[src/rtl/pipe_ctrl_pkg.sv]
// Shared encodings for the pipeline hazard sequencer.
// FSM state values and the hardwired zero register index.
package pipe_ctrl_pkg;

  typedef enum logic [1:0] {
    RUN      = 2'd0,
    MEM_WAIT = 2'd1,
    ERR      = 2'd2
  } state_e;

  localparam logic [4:0] REG_ZERO = 5'd0;

endpackage

[src/rtl/pipe_hazard_ctrl.sv]
// Pipeline register sequencer: load-use stall, branch flush, memory wait, watchdog.
// Optional PIPE_PERF_CNT_EN adds stall_cycles_o / flush_cnt_o counters.
module pipe_hazard_ctrl
  import pipe_ctrl_pkg::*;
#(
  parameter int MEM_TIMEOUT = 64,
  parameter int CNT_W       = 7
) (
  input  logic        clk_i,
  input  logic        rst_i,
  input  logic        id_ex_memread_i,
  input  logic [4:0]  id_ex_rt_i,
  input  logic [4:0]  if_id_rs_i,
  input  logic [4:0]  if_id_rt_i,
  input  logic        branch_taken_i,
  input  logic        mem_req_i,
  input  logic        mem_ready_i,
  output logic        pc_write_o,
  output logic        if_id_write_o,
  output logic        if_id_flush_o,
  output logic        id_ex_bubble_o,
  output logic        ex_mem_write_o,
  output logic        mem_wb_bubble_o,
  output logic        mem_busy_o,
`ifdef PIPE_PERF_CNT_EN
  output logic [31:0] stall_cycles_o,
  output logic [31:0] flush_cnt_o,
`endif
  output logic        mem_err_o
);

  localparam logic [CNT_W-1:0] TIMEOUT = CNT_W'(MEM_TIMEOUT);
  localparam logic             WD_EN   = (MEM_TIMEOUT != 0);

  state_e           state_q, state_d;
  logic [CNT_W-1:0] cnt_q, cnt_d;

  logic mem_stall;
  logic freeze;
  logic hazard;
  logic luse;
  logic flush;

  assign mem_stall = mem_req_i & ~mem_ready_i;
  assign freeze    = (state_q == ERR) | mem_stall;
  assign hazard    = id_ex_memread_i
                   & (id_ex_rt_i != REG_ZERO)
                   & ((id_ex_rt_i == if_id_rs_i)
                    | (id_ex_rt_i == if_id_rt_i));
  assign luse      = ~freeze & hazard;
  assign flush     = ~freeze & ~luse & branch_taken_i;

  // State and wait-counter registers
  always_ff @(posedge clk_i) begin
    if (rst_i) begin
      state_q <= RUN;
      cnt_q   <= '0;
    end else begin
      state_q <= state_d;
      cnt_q   <= cnt_d;
    end
  end

  // Next-state and watchdog counter
  always_comb begin
    state_d = state_q;
    cnt_d   = cnt_q;
    unique case (state_q)
      RUN: begin
        cnt_d = '0;
        if (mem_stall) begin
          state_d = MEM_WAIT;
          cnt_d   = CNT_W'(1);
        end
      end
      MEM_WAIT: begin
        if (!mem_req_i || mem_ready_i) begin
          state_d = RUN;
          cnt_d   = '0;
        end else if (WD_EN && cnt_q == TIMEOUT) begin
          state_d = ERR;
        end else if (cnt_q != '1) begin
          cnt_d = cnt_q + CNT_W'(1);
        end
      end
      ERR: begin
        state_d = ERR;
      end
      default: begin
        state_d = RUN;
        cnt_d   = '0;
      end
    endcase
  end

  // Stage-register controls, priority reset > freeze > luse > flush
  always_comb begin
    pc_write_o      = 1'b1;
    if_id_write_o   = 1'b1;
    if_id_flush_o   = 1'b0;
    id_ex_bubble_o  = 1'b0;
    ex_mem_write_o  = 1'b1;
    mem_wb_bubble_o = 1'b0;
    mem_busy_o      = 1'b0;
    mem_err_o       = 1'b0;
    if (rst_i) begin
      pc_write_o      = 1'b0;
      if_id_write_o   = 1'b0;
      if_id_flush_o   = 1'b1;
      id_ex_bubble_o  = 1'b1;
      ex_mem_write_o  = 1'b0;
      mem_wb_bubble_o = 1'b1;
    end else if (freeze) begin
      pc_write_o      = 1'b0;
      if_id_write_o   = 1'b0;
      ex_mem_write_o  = 1'b0;
      mem_wb_bubble_o = 1'b1;
      mem_busy_o      = 1'b1;
      mem_err_o       = (state_q == ERR);
    end else if (luse) begin
      pc_write_o      = 1'b0;
      if_id_write_o   = 1'b0;
      id_ex_bubble_o  = 1'b1;
    end else if (flush) begin
      if_id_flush_o   = 1'b1;
    end
  end

`ifdef PIPE_PERF_CNT_EN
  logic [31:0] stall_q, stall_d;
  logic [31:0] fcnt_q, fcnt_d;

  // Saturating performance counter next values
  always_comb begin
    stall_d = stall_q;
    fcnt_d  = fcnt_q;
    if ((freeze || luse) && stall_q != '1) begin
      stall_d = stall_q + 32'd1;
    end
    if (flush && fcnt_q != '1) begin
      fcnt_d = fcnt_q + 32'd1;
    end
  end

  // Performance counter registers
  always_ff @(posedge clk_i) begin
    if (rst_i) begin
      stall_q <= '0;
      fcnt_q  <= '0;
    end else begin
      stall_q <= stall_d;
      fcnt_q  <= fcnt_d;
    end
  end

  assign stall_cycles_o = stall_q;
  assign flush_cnt_o    = fcnt_q;
`endif

endmodule
[config.mk]
export PLATFORM = sky130hd
export DESIGN_NAME = pipe_hazard_ctrl
export DESIGN_NICKNAME = d
export VERILOG_FILES = /design/src/rtl/pipe_ctrl_pkg.sv /design/src/rtl/pipe_hazard_ctrl.sv
export SDC_FILE = /design/constraint.sdc
export NUM_CORES = 1
export LEC_CHECK = 0
export CAP_MARGIN = 20
export CORE_UTILIZATION = 41
export CTS_CLUSTER_DIAMETER = 150
export CTS_CLUSTER_SIZE = 12
export DETAILED_ROUTE_END_ITERATION = 12
export PLACE_DENSITY = 0.74
export SYNTH_ARGS = -nofsm -noshare
export SYNTH_HDL_FRONTEND = slang
export SYNTH_SLANG_ARGS = --single-unit
export TNS_END_PERCENT = 20
[constraint.sdc]
create_clock -name clk_i -period 1.8 [get_ports clk_i]
set_clock_uncertainty 0.05 [all_clocks]
set_input_delay 0.27 -clock clk_i [delete_from_list [all_inputs] [get_ports clk_i]]
set_output_delay 0.27 -clock clk_i [all_outputs]
set_load 0.01 [all_outputs]
After elaboration in Yosys (flattened, before gate mapping)
Index checks and enable logic that the tools add are counted.

cells by class
  add/sub/neg operators = 1
  reductions and logical operators = 6
  bitwise gates (word level) = 12
  mux-type cells = 26
  equal/unequal tests = 10

operator list
  kind                 count
  $mux 7               3
  $pmux 7 s3           1
  $mux 1               18
  $eq 5x5->1           2
  $ne 3x3->1 const B   3
  $add 7x1->7 const B  1
  $eq 7x7->1 const B   1
  $ne 7x7->1 const B   1
  $and 1x1->1          6
  $mux 2               3
  $pmux 2 s3           1
  $reduce_bool 5->1    1
  $not 1->1            4
  $reduce_and 3->1     1
  $eq 2x1->1 const B   1
  $eq 2x2->1 const B   1
  $logic_not 2->1      1
  $ne 2x2->1 const B   1
  $or 1x1->1           2
  $reduce_and 2->1     1
  $logic_not 1->1      1
  $logic_or 1x1->1     1

word-level totals
  output and inout bits = 8
  word-level logic and storage cells = 57
  input bits = 21
  register bits = 9

Logic depth before layout (Yosys ltp)
Gate-level depths: netlist of the first run.

  depth after elaboration = 12
  gate-level depth with buffers = 7
  mapped depth without buffers = 7

Least setup slack after synthesis of the first run
No wires, ideal clock.

  path kind = input to output
  start point = input port id_ex_rt_i[1]
  end point = output port pc_write_o
  data arrival time = 1,356 ps
  path slack = 124 ps
  stages = 5
  required time = 1,480 ps
  buffers on the path = 1
  path through = or4_1 > o21ai_0 > a21oi_1 > nor2_1 > buf_4

between the ends
  longest elaborated chain between the ends = 7
  elaborated cells between the ends (all ways) = 10
  classes of those cells = 2 x eq/ne; 3 x mux; 4 x bitwise; 1 x reduce/logical

ends and longest elaborated chain
  what                                              line                                            source
  start, declared                                   pipe_hazard_ctrl.sv:12                          input logic [4:0] id_ex_rt_i,
  $eq 5x5->1, or another cell as far along          pipe_hazard_ctrl.sv:48                          & ((id_ex_rt_i == if_id_rs_i)
  $or 1x1->1 / $and 1x1->1 (equally long branches)  pipe_hazard_ctrl.sv:49, pipe_hazard_ctrl.sv:47
  $and 1x1->1 (*)                                   pipe_hazard_ctrl.sv:48
  $and 1x1->1 (*)                                   pipe_hazard_ctrl.sv:50                          assign luse = ~freeze & hazard;
  $mux 1 (*) (3 in a row)                           -
  end, declared                                     pipe_hazard_ctrl.sv:18                          output logic pc_write_o,

Mark *: on every way between the ends. The rest lies on a longest branch, timed or not.

Worst setup path in the final report of the first run
  start point = input port id_ex_rt_i[2]
  end point = output port if_id_flush_o

between the ends
  longest elaborated chain between the ends = 11
  elaborated cells between the ends (all ways) = 14
  classes of those cells = 2 x eq/ne; 4 x mux; 7 x bitwise; 1 x reduce/logical

ends and longest elaborated chain
  what                                              line                                            source
  $eq 5x5->1, or another cell as far along          pipe_hazard_ctrl.sv:48
  $or 1x1->1 / $and 1x1->1 (equally long branches)  pipe_hazard_ctrl.sv:49, pipe_hazard_ctrl.sv:47
  $and 1x1->1 (*)                                   pipe_hazard_ctrl.sv:48
  $and 1x1->1 (*)                                   pipe_hazard_ctrl.sv:50
  $not 1->1                                         pipe_hazard_ctrl.sv:51                          assign flush = ~freeze & ~luse & branch_taken_i;
  $and 1x1->1 (2 in a row)                          pipe_hazard_ctrl.sv:51
  $mux 1                                            pipe_hazard_ctrl.sv:124                         end else if (flush) begin
  $mux 1 (*)                                        pipe_hazard_ctrl.sv:120                         end else if (luse) begin
  $mux 1 (*)                                        pipe_hazard_ctrl.sv:113                         end else if (freeze) begin
  $mux 1 (*)                                        pipe_hazard_ctrl.sv:106                         if (rst_i) begin
  end, declared                                     pipe_hazard_ctrl.sv:20                          output logic if_id_flush_o,

Marked as above.

==> flow_summary.toml, run 1 <==
[route]
wl_mm = 1.93
viasPerCell = 5.23
detail_route.wl_per_cell_um = 12.3
firstDrtPassIters = 4
ant_nets = 0
drc = 0
drt_iter0_markers = 11
vias = 821

[synthesis]
synth_cells = 91
synth_fp_nets = 114
ys_types = 31
synth_enable_flop_cells = 0
async_flop_share_pct = 0
synth_warnings = 0
yosys_most_used_dff = "dfxtp_1"
synth_area_per_cell_um2 = 7.63
netlist_area_um2 = 694
ys_seq_area_share_pct = 25.9
ys_ff_latch = 9

[worst_hold_path]
min_to = "state_q[0]$_SDFFE_PP0P_"
hold-path-cell-count = 4
min_path_type = "in2reg"
hp-start = "mem_ready_i"

[cts]
numCtsBuffers = 3
clkTransAtPathRegs_ps = 60
h-tree-depth = 1
clkSinkCount = 9
root_buffer = "clkbuf_4"
clk_latency_ps = 250
cts_tree = "done"
clock_path_buffers = 2

[placement]
dp_hpwl_mm = 1.58
place_congestion = 0.823
port_buffers = 28

[worst_setup_path]
reg2reg_setup_slack_ps = 100
r2r_start = "cnt_q[4]$_SDFFE_PP0P_"
startpoint_type = "input pin"
rr_worst_depth = 6
arrival_ps = 1440
timing.rr.end = "cnt_q[0]$_SDFFE_PP0P_"
crit_type = "in2out"
worst-path-max-fanout = 3
crit_required_ps = 1480
endpoint_kind = "output pin"

[global_route]
grtUsageTotal_pct = 22.0
gr-total-overflow = 0
grt_pass1_wl_mm = 3.23
grt_max_degree = 7
antenna_found_initial = 0
grt_pass1_vias = 845

[sta]
max_slew.worst_pin.slew_ps = 324
drv_slew = 0
layout_min_cycle_time_ps = 1760
fin_hold_ws_ps = 424
slew_headroom_pct = 78.3
setup_viol = 0
hold_viol = 0
finalCritPeriodShare_pct = 97.9
max_freq_ghz = 0.567
grt_setup_unrepaired = "true"

[die]
dieArea_mm2 = 0.00186
initial_core_util_pct = 45.0
pin_count = 29
fp-row-count = 14
fp.dieH_um = 43.2
coreArea_mm2 = 0.00154
die_x_um = 43.2

[cells_and_area]
post-route-util_pct = 76.2
nets = 165
drive_gt1_share_pct = 30.5
diodes = 0
area_delta_synth_final_pct = 69.2

[run_status]
outcome = "finished, final reports clean"

[power]
p_total_uw = 492
power_leakage_uw = 0.000587
peakVddDrop_mv = 0.479
cellPowerDensity_mw_per_mm2 = 419

[job]
drv_cap = 0
## worst max path at each step
stage	from	endpoint	slack (ps)	depth (start not counted)
after floorplan	id_ex_rt_i[1]	pc_write_o	120	5
after global placement	id_ex_rt_i[2]	if_id_flush_o	-680	6
after detailed placement	id_ex_rt_i[2]	if_id_flush_o	-750	6
after CTS	if_id_rt_i[3]	id_ex_bubble_o	-130	7
after global routing	cnt_q[0]$_SDFFE_PP0P_	cnt_q[5]$_SDFFE_PP0P_	2	7
final	id_ex_rt_i[2]	if_id_flush_o	40	6
## repair_timing
| action | CTS | global route |
|---|---|---|
| gates resized for setup | 28 | 24 |
| buffers inserted | 1 | 0 |
| setup endpoints to repair | 8 | 4 |
| hold buffers | 0 | 0 |
| pin swaps | 4 | 13 |
## state kept, by name (all words and copies together), names as in the netlist
signal and flops:
cnt_q 7, state_q 2
## layout make-up
class	count	area, um^2
Multi-Input combinational cell	75	517
Timing Repair Buffer	48	413
Fill cell	142	367
Sequential cell	9	180
Clock buffer	4	26.3
Tap cell	16	20.0
Inverter	5	18.8
## critical path, cell delays in order
cell and delay, ps:
clkbuf_2 110, or4_4 530, o21ai_4 160, a21oi_4 50, o21bai_1 160, buf_2 160
## cells in the mapped netlist (3+ instances only)
cell	count	area [um^2]
a21oi_1	10	50.1
dfxtp_1	9	180
inv_1	5	18.8
nand2_1	9	33.8
nand2b_1	3	18.8
nand3_1	4	20.0
nor2_1	9	33.8
nor3_1	4	20.0
xnor2_1	6	52.6
xor2_1	6	52.6
## power breakdown
| group | leakage (uW) | switching, uW | total (uW) | internal (uW) |
|---|---|---|---|---|
| Clock | 0.0000150 | 70.5 | 156 | 85.5 |
| Combinational | 0.000499 | 55.7 | 133 | 77.3 |
| Sequential | 0.0000728 | 1.78 | 203 | 201 |
## per-layer routing
layer / global-route usage, % / part of all wire [%]
met1: 26.8 / 43
met2: 41.2 / 53
met3: 5.11 / 3.7
met4: 0 / 0
met5: 0 / 0
## placed cells by master, fill, tap and decap left out, types with 2 or more instances in the layout
cell | netlist | final
a21oi_1 | 10 | 8
a21oi_2 | 2 | 3
buf_2 | 0 | 4
buf_4 | 1 | 20
clkbuf_2 | 0 | 4
clkbuf_4 | 0 | 3
clkdlybuf4s50_1 | 0 | 5
dfxtp_1 | 9 | 9
dlygate4sd2_1 | 0 | 4
dlymetal6s2s_1 | 0 | 11
ha_1 | 2 | 2
inv_1 | 5 | 4
nand2_1 | 9 | 9
nand2b_1 | 3 | 3
nand3_1 | 4 | 4
nor2_1 | 9 | 9
nor3_1 | 4 | 4
o21bai_1 | 2 | 2
or3_1 | 2 | 2
xnor2_1 | 6 | 6
xor2_1 | 6 | 6
## metrics by stage
| stage | TNS (ps) | worst slack (ps) | cell area, um^2 | instances |
|---|---|---|---|---|
| floorplan | 0 | 124 | 694 | 91 |
| global placement | -3310 | -678 | 1130 | 152 |
| detailed placement | -3570 | -746 | 1130 | 152 |
| CTS | -443 | -134 | 1140 | 157 |
| global route | 0 | 1.53 | 1170 | 157 |
| finish | 0 | 37.6 | 1170 | 157 |
## logic make-up (layout without fill, tap and decap cells)
logic type / after synthesis / in the layout / share of synthesized area [%]
AND/OR/NAND/NOR: 38 / 38 / 29.2
AO/OA/AOI/OAI: 23 / 23 / 21.8
XOR/XNOR: 12 / 12 / 15.1
flip-flops: 9 / 9 / 25.9
buffers and inverters: 7 / 57 / 4.32
adder cells (fa/ha/maj): 2 / 2 / 3.60
No activity file was read; power rests on OpenSTA's default activity.
==> run 2, diff against run 1 <==
--- a/config.mk
+++ b/config.mk
@@ -6,11 +6,11 @@
 export NUM_CORES = 1
 export LEC_CHECK = 0
 export CAP_MARGIN = 20
-export CORE_UTILIZATION = 41
+export CORE_UTILIZATION = 37
 export CTS_CLUSTER_DIAMETER = 150
 export CTS_CLUSTER_SIZE = 12
 export DETAILED_ROUTE_END_ITERATION = 12
-export PLACE_DENSITY = 0.74
+export PLACE_DENSITY = 0.71
 export SYNTH_ARGS = -nofsm -noshare
 export SYNTH_HDL_FRONTEND = slang
 export SYNTH_SLANG_ARGS = --single-unit
==> constraint.sdc (replaced) <==
create_clock -name clk_i -period 1.6 [get_ports clk_i]
set_clock_uncertainty 0.05 [all_clocks]
set_input_delay 0.24 -clock clk_i [delete_from_list [all_inputs] [get_ports clk_i]]
set_output_delay 0.24 -clock clk_i [all_outputs]
set_load 0.01 [all_outputs]
==> run 2 against run 1 <==
  * Critical path depth shrank 1
  * Sequential share of layout area barely moved
  * The run now ends with negative setup slack left
  * Clock-buffer cell count did not move
  * Largest cell class unchanged
==> flow_summary.toml, run 2 (synthesis gave the netlist of run 1 again) <==
[worst_setup_path]
crit_type = "reg2reg"
startpoint_type = "register"
critical-path-top-delay-family = "compound AO/OA/AOI/OAI gates"
crit_path_top_delay_cell = "or4b_4"
slowest_delay_ps = 550
worst-path-max-fanout = 4
path_buf_inv = 0
endpoint_kind = "register"
rr_worst_depth = 5
cp.depth = 5
crit_required_ps = 1690
crit_chain = "or4b_4 > o22ai_2 > a21oi_2 > a41oi_1 > nor2_1"
arrival_ps = 1810

[power]
peakVddDrop_mv = 0.368
power_leakage_uw = 0.000538
cellPowerDensity_mw_per_mm2 = 468
p_total_uw = 556

[die]
fp.dieH_um = 45.3
initial_core_util_pct = 39.8
dieArea_mm2 = 0.00205
fp-row-count = 15
pin_count = 29
die_x_um = 45.3
coreArea_mm2 = 0.00175

[cells_and_area]
diodes = 0
largest_reg_flops = 7
nets = 169
largest-register = "cnt_q"
area_delta_synth_final_pct = 71.0
reg_top3 = "cnt_q: 7 flops, state_q: 2 flops"
drive_gt1_share_pct = 40.7
final_common_cell = "buf_4"
mostFrequentLayoutCells = "buf_4 (23), nand2_1 (9), nor2_1 (8)"
stdcell_count = 170

[sta]
grt_setup_unrepaired = "true"
setup_slack_ps = -118
max_freq_ghz = 0.582
setup_viol = 8
max_slew.worst_pin.slew_ps = 389
hold_viol = 0
drv_slew = 0
finalCritPeriodShare_pct = 107
layout_min_cycle_time_ps = 1720
tns_ps = -495
slew_headroom_pct = 74.0

[global_route]
grtUsageTotal_pct = 21.3
grt_pass1_wl_mm = 3.22
antenna_found_initial = 0
gr-total-overflow = 0
grt_max_degree = 7
grt_pass1_vias = 811

[route]
drc = 0
ant_nets = 0
drt_iter0_markers = 21
wl_mm = 2.00
firstDrtPassIters = 4
detail_route.wl_per_cell_um = 11.8
viasPerCell = 4.99
vias = 848

[cts]
root_buffer = "clkbuf_4"
clkTransAtPathRegs_ps = 60
numCtsBuffers = 3
post_cts_buffers = 0
clk_latency_ps = 260
cts_tree = "done"
h-tree-depth = 1
clock_path_buffers = 2
clkSinkCount = 9

[placement]
port_buffers = 28
dp_cells = 166
place_congestion = 0.884
dp_slack_ps = -889
dp_hpwl_mm = 1.72

[job]
drv_cap = 0

[run_status]
outcome = "finished with violations"
violations = "negative setup slack"

[worst_hold_path]
hold-path-cell-count = 2
min_path_type = "reg2reg"
## run 2: changes by cell type in the layout (fill, tap and decap cells not counted), sizes merged
cell           before  now
dlymetal6s2s       11    1
buf                24   33
clkdlybuf4s15       0    3
clkbuf              8   10
clkdlybuf4s50       5    3
dlygate4sd2         4    6
## run 2: worst min-delay path, cell delays in order (launching register included)
cell and delay (ps):
dfxtp_1 330, nand2_1 60, a21oi_1 50
## run 2: final timing paths
kind                                       startpoint  slack [ps]               endpoint
worst max-delay path            cnt_q[4]$_SDFFE_PP0P_        -120  cnt_q[6]$_SDFFE_PP0P_
worst min-delay path            cnt_q[1]$_SDFFE_PP0P_         440  cnt_q[1]$_SDFFE_PP0P_
worst max register to register  cnt_q[4]$_SDFFE_PP0P_        -120  cnt_q[6]$_SDFFE_PP0P_
worst min register to register  cnt_q[1]$_SDFFE_PP0P_         440  cnt_q[1]$_SDFFE_PP0P_
## run 2: through the flow
stage / util (%) / cell area [um^2] / hold slack [ps]
after CTS: 68.1 / 1190 / 441
after detailed placement: 67.5 / 1180 / 433
after floorplan: - / 697 / 382
final: 68.0 / 1190 / 437
after global placement: 67.5 / 1180 / 425
after global routing: 68.0 / 1190 / 462
## run 2: per-layer routing
metal  global-route usage (%)  up-vias  share of wire, %
met1                     23.9      388                40
met3                     6.00        2               4.6
met5                        0        -                 0
met4                     5.45        0               1.3
met2                     39.1       29                54
li1                         -      429                 -
## run 2: what timing repair did
item	CTS	global route
hold buffers	0	0
setup endpoints to repair	12	14
gates resized for setup	64	19
pin swaps	13	11
## run 2: cell type report
class | instances | area (um^2)
timing repair buffer | 52 | 400
tap | 25 | 31.3
fill | 159 | 558
multi-input combinational | 75 | 528
inverter | 5 | 18.8
sequential | 9 | 183
clock buffer | 4 | 26.3
## run 2: power by group
part	switching [uW]	leakage, uW	total, uW	internal [uW]
clock	84.3	0.0000150	181	96.4
combinational	61.2	0.000449	147	86.1
sequential	2.17	0.0000738	228	226
